$ cat src/rtl/arb_pkg.sv
// Shared configuration for the request/beat controller that sits in front of
// the round-robin arbiter: default port count, beat-count field width and the
// derived index / counter types.
package arb_pkg;

  localparam int unsigned ARB_WIDTH = 4;
  localparam int unsigned ARB_LEN_W = 4;
  localparam int unsigned ARB_IDX_W = (ARB_WIDTH > 1) ? $clog2(ARB_WIDTH) : 1;

  // Index of one requester port.
  typedef logic [ARB_IDX_W-1:0] port_idx_t;

  // Beats outstanding on one port; one bit wider than the length field because
  // a length L encodes L+1 beats.
  typedef logic [ARB_LEN_W:0] beat_cnt_t;

endpackage

$ cat src/rtl/arb_req_chan.sv
// One requester channel: holds the beats still owed to the current job, offers
// acceptance only when idle and requests the arbiter whenever beats remain.
// All outputs derive from the registered count, never from the grant.
module arb_req_chan
  import arb_pkg::*;
#(
  parameter int unsigned LEN_W = ARB_LEN_W
) (
  input  logic             clk,
  input  logic             reset,
  input  logic             job_valid,
  input  logic [LEN_W-1:0] job_len,
  input  logic             beat_take,
  output logic             job_ready,
  output logic             request,
  output logic             beat_last
);

  localparam logic [LEN_W:0] CNT_ONE = {{LEN_W{1'b0}}, 1'b1};

  logic [LEN_W:0] remaining_q;
  logic [LEN_W:0] remaining_d;

  assign job_ready = (remaining_q == '0);
  assign request   = (remaining_q != '0);
  assign beat_last = (remaining_q == CNT_ONE);

  // Load a new job when idle, otherwise count down one beat per usable grant.
  always_comb begin
    remaining_d = remaining_q;
    if (job_valid && job_ready) begin
      remaining_d = {1'b0, job_len} + CNT_ONE;
    end else if (beat_take && request) begin
      remaining_d = remaining_q - CNT_ONE;
    end
  end

  // Beat counter register; reset discards any outstanding beats.
  always_ff @(posedge clk or negedge reset) begin
    if (!reset) begin
      remaining_q <= '0;
    end else begin
      remaining_q <= remaining_d;
    end
  end

endmodule

$ cat src/rtl/arb_req_ctrl.sv
// Request/beat controller in front of a round-robin arbiter. Each port turns an
// accepted job into a run of single-cycle beats, one per grant. Because the
// arbiter answers two edges late, grants that land on an already-finished port
// are counted rather than treated as errors; multi-hot grants are flagged.
module arb_req_ctrl
  import arb_pkg::*;
#(
  parameter int unsigned WIDTH = ARB_WIDTH,
  parameter int unsigned LEN_W = ARB_LEN_W,
  localparam int unsigned IDX_W = (WIDTH > 1) ? $clog2(WIDTH) : 1
) (
  input  logic                        clk,
  input  logic                        reset,
  input  logic [WIDTH-1:0]            job_valid,
  input  logic [WIDTH-1:0][LEN_W-1:0] job_len,
  output logic [WIDTH-1:0]            job_ready,
  output logic [WIDTH-1:0]            request,
  input  logic [WIDTH-1:0]            grant,
  output logic                        beat_valid,
  output logic [IDX_W-1:0]            beat_port,
  output logic                        beat_last,
  output logic [WIDTH-1:0]            job_done,
  output logic                        err_multi,
  output logic [7:0]                  excess_cnt
);

  localparam logic [WIDTH-1:0] GRANT_ONE = {{(WIDTH-1){1'b0}}, 1'b1};

  logic [WIDTH-1:0] take;
  logic [WIDTH-1:0] chan_last;
  logic             grant_multi;
  logic             grant_one_hot;
  logic             hit;
  logic [IDX_W-1:0] beat_idx;
  logic             err_multi_q, err_multi_d;
  logic [7:0]       excess_q, excess_d;

  // Clearing the lowest set bit leaves something only when two or more are set.
  assign grant_multi   = |(grant & (grant - GRANT_ONE));
  assign grant_one_hot = (grant != '0) && !grant_multi;
  assign take          = grant_one_hot ? grant : '0;
  assign hit           = |(take & request);

  for (genvar i = 0; i < WIDTH; i++) begin : g_chan
    arb_req_chan #(
      .LEN_W(LEN_W)
    ) u_chan (
      .clk      (clk),
      .reset    (reset),
      .job_valid(job_valid[i]),
      .job_len  (job_len[i]),
      .beat_take(take[i]),
      .job_ready(job_ready[i]),
      .request  (request[i]),
      .beat_last(chan_last[i])
    );
  end

  // Encode the single granted port; take is one-hot or zero here.
  always_comb begin
    beat_idx = '0;
    for (int unsigned i = 0; i < WIDTH; i++) begin
      if (take[i]) begin
        beat_idx = IDX_W'(i);
      end
    end
  end

  assign beat_valid = hit;
  assign beat_port  = hit ? beat_idx : '0;
  assign beat_last  = hit && |(take & chan_last);
  assign job_done   = beat_last ? take : '0;

  // Sticky multi-grant flag and saturating count of grants to idle ports.
  always_comb begin
    err_multi_d = err_multi_q | grant_multi;
    excess_d    = excess_q;
    if (grant_one_hot && !hit && (excess_q != 8'hFF)) begin
      excess_d = excess_q + 8'd1;
    end
  end

  // Status registers.
  always_ff @(posedge clk or negedge reset) begin
    if (!reset) begin
      err_multi_q <= 1'b0;
      excess_q    <= 8'd0;
    end else begin
      err_multi_q <= err_multi_d;
      excess_q    <= excess_d;
    end
  end

  assign err_multi  = err_multi_q;
  assign excess_cnt = excess_q;

endmodule

$ cat config.mk
export PLATFORM = sky130hd
export DESIGN_NAME = arb_req_ctrl
export DESIGN_NICKNAME = d
export VERILOG_FILES = /design/src/rtl/arb_pkg.sv /design/src/rtl/arb_req_chan.sv /design/src/rtl/arb_req_ctrl.sv
export SDC_FILE = /design/constraint.sdc
export NUM_CORES = 1
export LEC_CHECK = 0
export ABC_AREA = 1
export BUFFER_PORTS_ARGS = -buffer_cell sky130_fd_sc_hd__buf_2
export CELL_PAD_IN_SITES_DETAIL_PLACEMENT = 0
export CELL_PAD_IN_SITES_GLOBAL_PLACEMENT = 2
export CORE_ASPECT_RATIO = 1.75
export CORE_MARGIN = 2
export CORE_UTILIZATION = 31
export DETAILED_ROUTE_END_ITERATION = 8
export PLACE_DENSITY_LB_ADDON = 0.1
export SYNTH_ARGS = -nofsm -noshare
export SYNTH_HDL_FRONTEND = slang
export SYNTH_HIERARCHICAL = 1
export SYNTH_SLANG_ARGS = --single-unit
export TNS_END_PERCENT = 100
$ cat constraint.sdc
create_clock -name clk -period 1.9 [get_ports clk]
set_clock_uncertainty 0.1 [all_clocks]
set_input_delay 0.095 -clock clk [delete_from_list [all_inputs] [get_ports clk]]
set_output_delay 0.095 -clock clk [all_outputs]
set_load 0.05 [all_outputs]
# ---- Word-level counts from Yosys, hierarchy flattened
# Cells that the tools add are included.
dict set report totals {
  regBits 29
  input_bits 26
  out_inout_bits 25
}
dict set report classes {
  mux 14
  add_sub_neg 10
  n_bitwise 4
  n_reduce_logical 30
  n_eq_ne 5
}
# cell n
set op_table {}
lappend op_table {{2-to-1 mux 5 bit} 8}
lappend op_table {{adder 4 x 1 -> 5 bit, second input constant} 4}
lappend op_table {{== test 5 x 1 -> 1 bit, second input constant} 4}
lappend op_table {{zero test 5 bit} 4}
lappend op_table {{nonzero test 5 bit} 4}
lappend op_table {{subtractor 5 x 1 -> 5 bit, second input constant} 4}
lappend op_table {{bitwise AND 4 bit} 3}
lappend op_table {{logical AND 1 bit} 12}
lappend op_table {{OR reduction 4 bit} 3}
lappend op_table {{adder 8 x 1 -> 8 bit, second input constant} 1}
lappend op_table {{2-to-1 mux 4 bit} 2}
lappend op_table {{inequality test 8 bit, second input constant} 1}
lappend op_table {{nonzero test 2 bit} 4}
lappend op_table {{2-to-1 mux 2 bit} 3}
lappend op_table {{nonzero test 4 bit} 1}
lappend op_table {{subtractor 4 x 1 -> 4 bit, second input constant} 1}
lappend op_table {{zero test 1 bit} 2}
lappend op_table {{2-to-1 mux 1 bit} 1}
lappend op_table {{OR 1 bit} 1}

# ---- Depth between registers and ports, before layout
dict set report logic_depth {
  word_depth 11
  ltp_mapped 12
  mapped_depth_nobuf 11
}

# ---- Modules after synthesis
# Netlist, hierarchy kept.
# mod n_inst seq_area_each_um2 area_per_inst_um2 cells_each
set by_module_without_submodules {}
lappend by_module_without_submodules {arb_req_chan 4 125.1 484.2 66}
lappend by_module_without_submodules {arb_req_ctrl 1 225.2 742.0 104}

# ---- Least setup slack after synthesis
# OpenSTA, ideal clock, no wires.
dict set report synth_timing {
  path_type {reg2out}
  startpoint {register g_chan[3].u_chan.remaining_q[0]}
  endpoint {output beat_port[0]}
  n_path_buf 1
  stages_incl_launch_ff 11
  t_required_ps 1705
  slack_ps -685
  arrival_time_ps 2390
  path_cell_list {dfrtp_1 -> inv_1 -> ha_1 -> inv_1 -> nor2_8 -> nand2_4 -> nand4_1 -> nand2_2 -> nor2_4 -> buf_8 -> a21oi_1}
}
dict set report synth_between {
  elab_chain_cells 4
}
# element line
set synth_lines {}
lappend synth_lines {{from (decl)} arb_req_chan.sv:21} ;# logic [LEN_W:0] remaining_q;
lappend synth_lines {{from (signal assigned)} arb_req_chan.sv:43} ;# remaining_q <= remaining_d;
lappend synth_lines {{nonzero test 5 bit} arb_req_chan.sv:25} ;# assign request = (remaining_q != '0);
lappend synth_lines {{named net request[3]} arb_req_ctrl.sv:17} ;# output logic [WIDTH-1:0] request,
lappend synth_lines {{bitwise AND 4 bit} arb_req_ctrl.sv:42} ;# assign hit = |(take & request);
lappend synth_lines {{OR reduction 4 bit} arb_req_ctrl.sv:42}
lappend synth_lines {{2-to-1 mux 2 bit} arb_req_ctrl.sv:70} ;# assign beat_port = hit ? beat_idx : '0;
lappend synth_lines {{to (decl)} arb_req_ctrl.sv:20} ;# output logic [IDX_W-1:0] beat_port,
# The timed path passes the listed nets, and every way through them passes these cells.

# ---- Worst setup path after layout
dict set report layout_timing {
  startpoint {register g_chan[0].u_chan.remaining_q[1]}
  endpoint {output job_done[3]}
}
dict set report layout_between {
  elab_chain_cells 5
}
# element line
set layout_lines {}
lappend layout_lines {{from (decl)} arb_req_chan.sv:21}
lappend layout_lines {{from (signal assigned)} arb_req_chan.sv:43}
lappend layout_lines {{== test 5 x 1 -> 1 bit or nonzero test 5 bit (tied branches)} {arb_req_chan.sv:26, arb_req_chan.sv:25}}
lappend layout_lines {{bitwise AND 4 bit, on equally long branches} {arb_req_ctrl.sv:71, arb_req_ctrl.sv:42}}
lappend layout_lines {{OR reduction 4 bit, on equally long branches} {arb_req_ctrl.sv:71, arb_req_ctrl.sv:42}}
lappend layout_lines {{logical AND 1 bit *} arb_req_ctrl.sv:71} ;# assign beat_last = hit && |(take & chan_last);
lappend layout_lines {{2-to-1 mux 4 bit *} arb_req_ctrl.sv:72} ;# assign job_done = beat_last ? take : '0;
lappend layout_lines {{to (decl)} arb_req_ctrl.sv:22} ;# output logic [WIDTH-1:0] job_done,
# Every way passes the cells marked *; elsewhere a longest branch is shown, timed or not.

==> flow_summary_export.csv <==
group,metric,value,unit
synthesis,async_reset_ff_share,100,%
synthesis,yosys-top-cells-area,"dfrtp_1, nand2_1, ha_1",
global_routing,grt_pass1_vias,2513,
floorplanning,core-area,0.00837,mm²
final_layout,fin_nets,512,
synthesis,ys_seq_area_share,27.1,%
placement,place.gp.congestion,0.780,
power,vdd_drop_max,0.661,mV
floorplanning,ioPinCount,51,
synthesis,ys.warnings.count,6,
timing,rsz0062_at_grt,"true",
floorplanning,die_y,127,µm
power,power_leakage,2.02,nW
final_layout,fin_util,46.2,%
worst_setup_path,path_cells,"inv_2 -> ha_4 -> inv_4 -> nor2_8 -> nand2_8 -> nand4_1 -> nand2_1 -> nor2_4 -> inv_12 -> nand2_8 -> nor2_4 -> buf_8",
final_layout,areaGrowthSynthToFinish,44.2,%
timing,slew_headroom,51.9,%
cts,clockBufferDepth,2,
global_routing,grt_pass1_wl,11500,µm
floorplanning,row_count,44,
synthesis,synthDistinctLibCells,25,
route,first_iter_violations,60,
power,power.density,1580,mW/mm²
worst_setup_path,end_kind,"output pin",
hold_path,hp-class,"in -> reg",
global_routing,grt_usage,15.6,%
placement,place.detailed.hpwl,5380,µm
final_layout,n_antenna_cell,0,
power,power,0.00610,W
timing,max_freq,0.478,GHz
final_layout,drive_gt1_share,36.4,%
route,vias_per_cell,4.44,
power,power_frac_comb,63.5,%
global_routing,antenna_found_initial,0,
cts,cts-root-buf,"clkbuf_16",
cts,cts_sinks,29,
power,p_int,0.00330,W
placement,place_area,0.00343,mm²
power,power_frac_seq,19.4,%
synthesis,ys.flop_type,"dfrtp_1",
synthesis,yosysMostFrequentCell,"nand2_1",
placement,dp.cells,565,
worst_setup_path,worst-r2r-cell-count,12,
synthesis,synth_edf_count,0,
final_layout,stdcell_area,0.00386,mm²
synthesis,synth_top_area_share,27.1,%
synthesis,syn_inst,368,
route,drcViolationCount,0,
route,drtPass1Iterations,4,
floorplanning,dieArea,0.00943,mm²
worst_setup_path,cpMaxStageDelayCell,"dfrtp_1",
hold_path,hp-start,"job_len[7]",
synthesis,yosysTopAreaCell,"dfrtp_1",
worst_setup_path,reg2reg_from,"g_chan[0].u_chan/remaining_q[1]$_DFFE_PN0P_",
final_layout,layout.cells.non_filler,585,
run,drv_cap,0,
cts,cts_tree,"yes",
timing,setup_ws,-0.193,ns
worst_setup_path,max_stage_delay,0.39,ns
timing,tightest_slew,0.722,ns
hold_path,min_path_cells,5,
route,vias,2597,
cts,clk-insertion-delay-late,0.28,ns
timing,finalSetupViolations,15,
route,totalWireLength,6850,µm
cts,cts_buffers,5,
power,power.switching,0.00280,W
worst_setup_path,r2r_end,"excess_cnt[6]$_DFFE_PN0P_",
timing,hold_viol,0,
timing,slew_viol_final,0,
hold_path,whs_endpoint,"g_chan[1].u_chan/remaining_q[4]$_DFFE_PN0P_",
power,clkPwrFrac,17.1,%
synthesis,avgSynthCellArea,7.28,µm²
worst_setup_path,critical_path_class,"reg -> out",
synthesis,syn_nets,411,
timing,post-route-period-util,110,%
synthesis,synthTopCellsByCount,"nand2_1, nand3_1, inv_1, dfrtp_1, ha_1",
power,switching_share,45.9,%
worst_setup_path,worst-path-max-fanout,5,
floorplanning,initial_core_util,32.0,%
floorplanning,die_w,74.3,µm
cts,cts-htree-levels,2,
placement,port_buffers,50,
worst_setup_path,crit_arrival,1.90,ns
synthesis,ys_ff_latch,29,
synthesis,netlist_area,0.00268,mm²
route,wl_per_cell,11.7,µm
run_status,status,"complete, but fails checks",
global_routing,overflow,0,
worst_setup_path,worst_ep_required_time,1.70,ns
worst_setup_path,ff2ff_setup_slack,-0.01,ns
final_layout,fill_cells,864,
cts,clkTransAtPathRegs,0.05,ns
run_status,violations,"setup timing",
global_routing,grt_max_degree,30,
route,ant_nets,0,
timing,fin_crit,2.09,ns
worst_setup_path,crit_path_start_kind,"register",
==> stage by stage <==
stage | TNS [ns] | worst slack (ns) | hold WS (ns)
after floorplan | -0.749 | -0.145 | -0.301
after global placement | -0.0117 | -0.00759 | 0.100
after detailed placement | -0.227 | -0.0309 | 0.114
after CTS | -1.76 | -0.233 | 0.0861
after global routing | -3.17 | -0.301 | 0.127
final | -1.33 | -0.193 | 0.0932
==> worst max-delay path by stage <==
stage                       end                                        start  slack [ns]
floorplan           job_done[0]  g_chan[2].u_chan/remaining_q[0]$_DFFE_PN0P_       -0.15
global placement    job_done[0]  g_chan[0].u_chan/remaining_q[1]$_DFFE_PN0P_      -0.008
detailed placement  job_done[0]  g_chan[0].u_chan/remaining_q[1]$_DFFE_PN0P_       -0.03
CTS                 job_done[1]  g_chan[2].u_chan/remaining_q[1]$_DFFE_PN0P_       -0.23
global route        job_done[0]  g_chan[0].u_chan/remaining_q[1]$_DFFE_PN0P_       -0.30
finish              job_done[3]  g_chan[0].u_chan/remaining_q[1]$_DFFE_PN0P_       -0.19
==> kinds of logic (layout without fill, tap and decap cells) <==
family          count (synthesis)  after routing  share of synthesized area, %
xor+xnor                       13             13                          4.25
simple gates                  252            252                          51.5
compound gates                  5              5                         0.934
fa+ha+maj                      17             17                          7.94
flops                          29             29                          27.1
buf+inv                        52            154                          8.27
==> routing by layer <==
layer	up-vias	routed length, µm	track usage, %
li1	1374	-	-
met1	1171	2860	17.4
met2	44	3680	29.0
met3	8	213	2.29
met4	0	91	5.04
met5	-	0	0
==> placed cells by master, fill, tap and decap left out <==
master	count
clkinv_2	1
nor2_8	4
nand4_1	16
clkbuf_4	1
nor3_1	1
clkbuf_16	5
dfrtp_1	29
inv_12	1
ha_1	11
nand3_1	42
inv_4	8
clkinv_1	4
nand2_1	136
dlygate4sd3_1	1
buf_12	3
buf_8	3
nand2_4	10
nand2_2	3
o21ai_1	4
nor2_1	8
ha_4	6
buf_6	6
nand3b_1	9
buf_2	41
buf_4	40
inv_2	13
nand2_8	5
xor2_1	3
bufinv_16	2
nand3_4	4
inv_1	25
a21oi_2	1
nor2_4	12
xnor2_1	10
nor2_2	2
==> timing repair <==
| action | in CTS | in global routing |
|---|---|---|
| pin swaps | 6 | 16 |
| gates resized for setup | 18 | 29 |
| endpoints found under the hold margin | 29 | 0 |
| hold buffers | 1 | 0 |
| setup buffers | 6 | 5 |
| setup endpoints to repair | 16 | 17 |
| gates cloned | 0 | 0 |
==> flip-flops by register name, summed over array words and instances (netlist names) <==
name and cells:
err_multi 1, excess_cnt 8, g_chan.u_chan/remaining_q 20
==> critical path: cells and delay by family, from the launching register on <==
kind                       cells  cell delay (ns)
adders and majority gates      1             0.15
and+or+nand+nor                7             0.75
DFF                            1             0.39
buffers and inverters          4             0.34
==> final cells by class <==
type / count / area [µm²] / share of cell area, %
Clock inverter: 3 / 65.1 / 1.68
Timing Repair Buffer: 95 / 696 / 18.0
Inverter: 51 / 224 / 5.80
Clock buffer: 5 / 125 / 3.24
Tap cell: 115 / 144 / 3.73
Multi-Input combinational cell: 287 / 1880 / 48.8
Sequential cell: 29 / 726 / 18.8
==> power by group through the flow <==
stage               Combinational (W)  Clock (W)  Sequential (W)
global route                  0.00427    0.00110         0.00123
floorplan                     0.00229          0         0.00133
detailed placement            0.00358          0         0.00118
finish                        0.00388    0.00105         0.00118
global placement              0.00359          0         0.00117
CTS                           0.00369    0.00108         0.00117
Power figures use the tool's default switching activity.
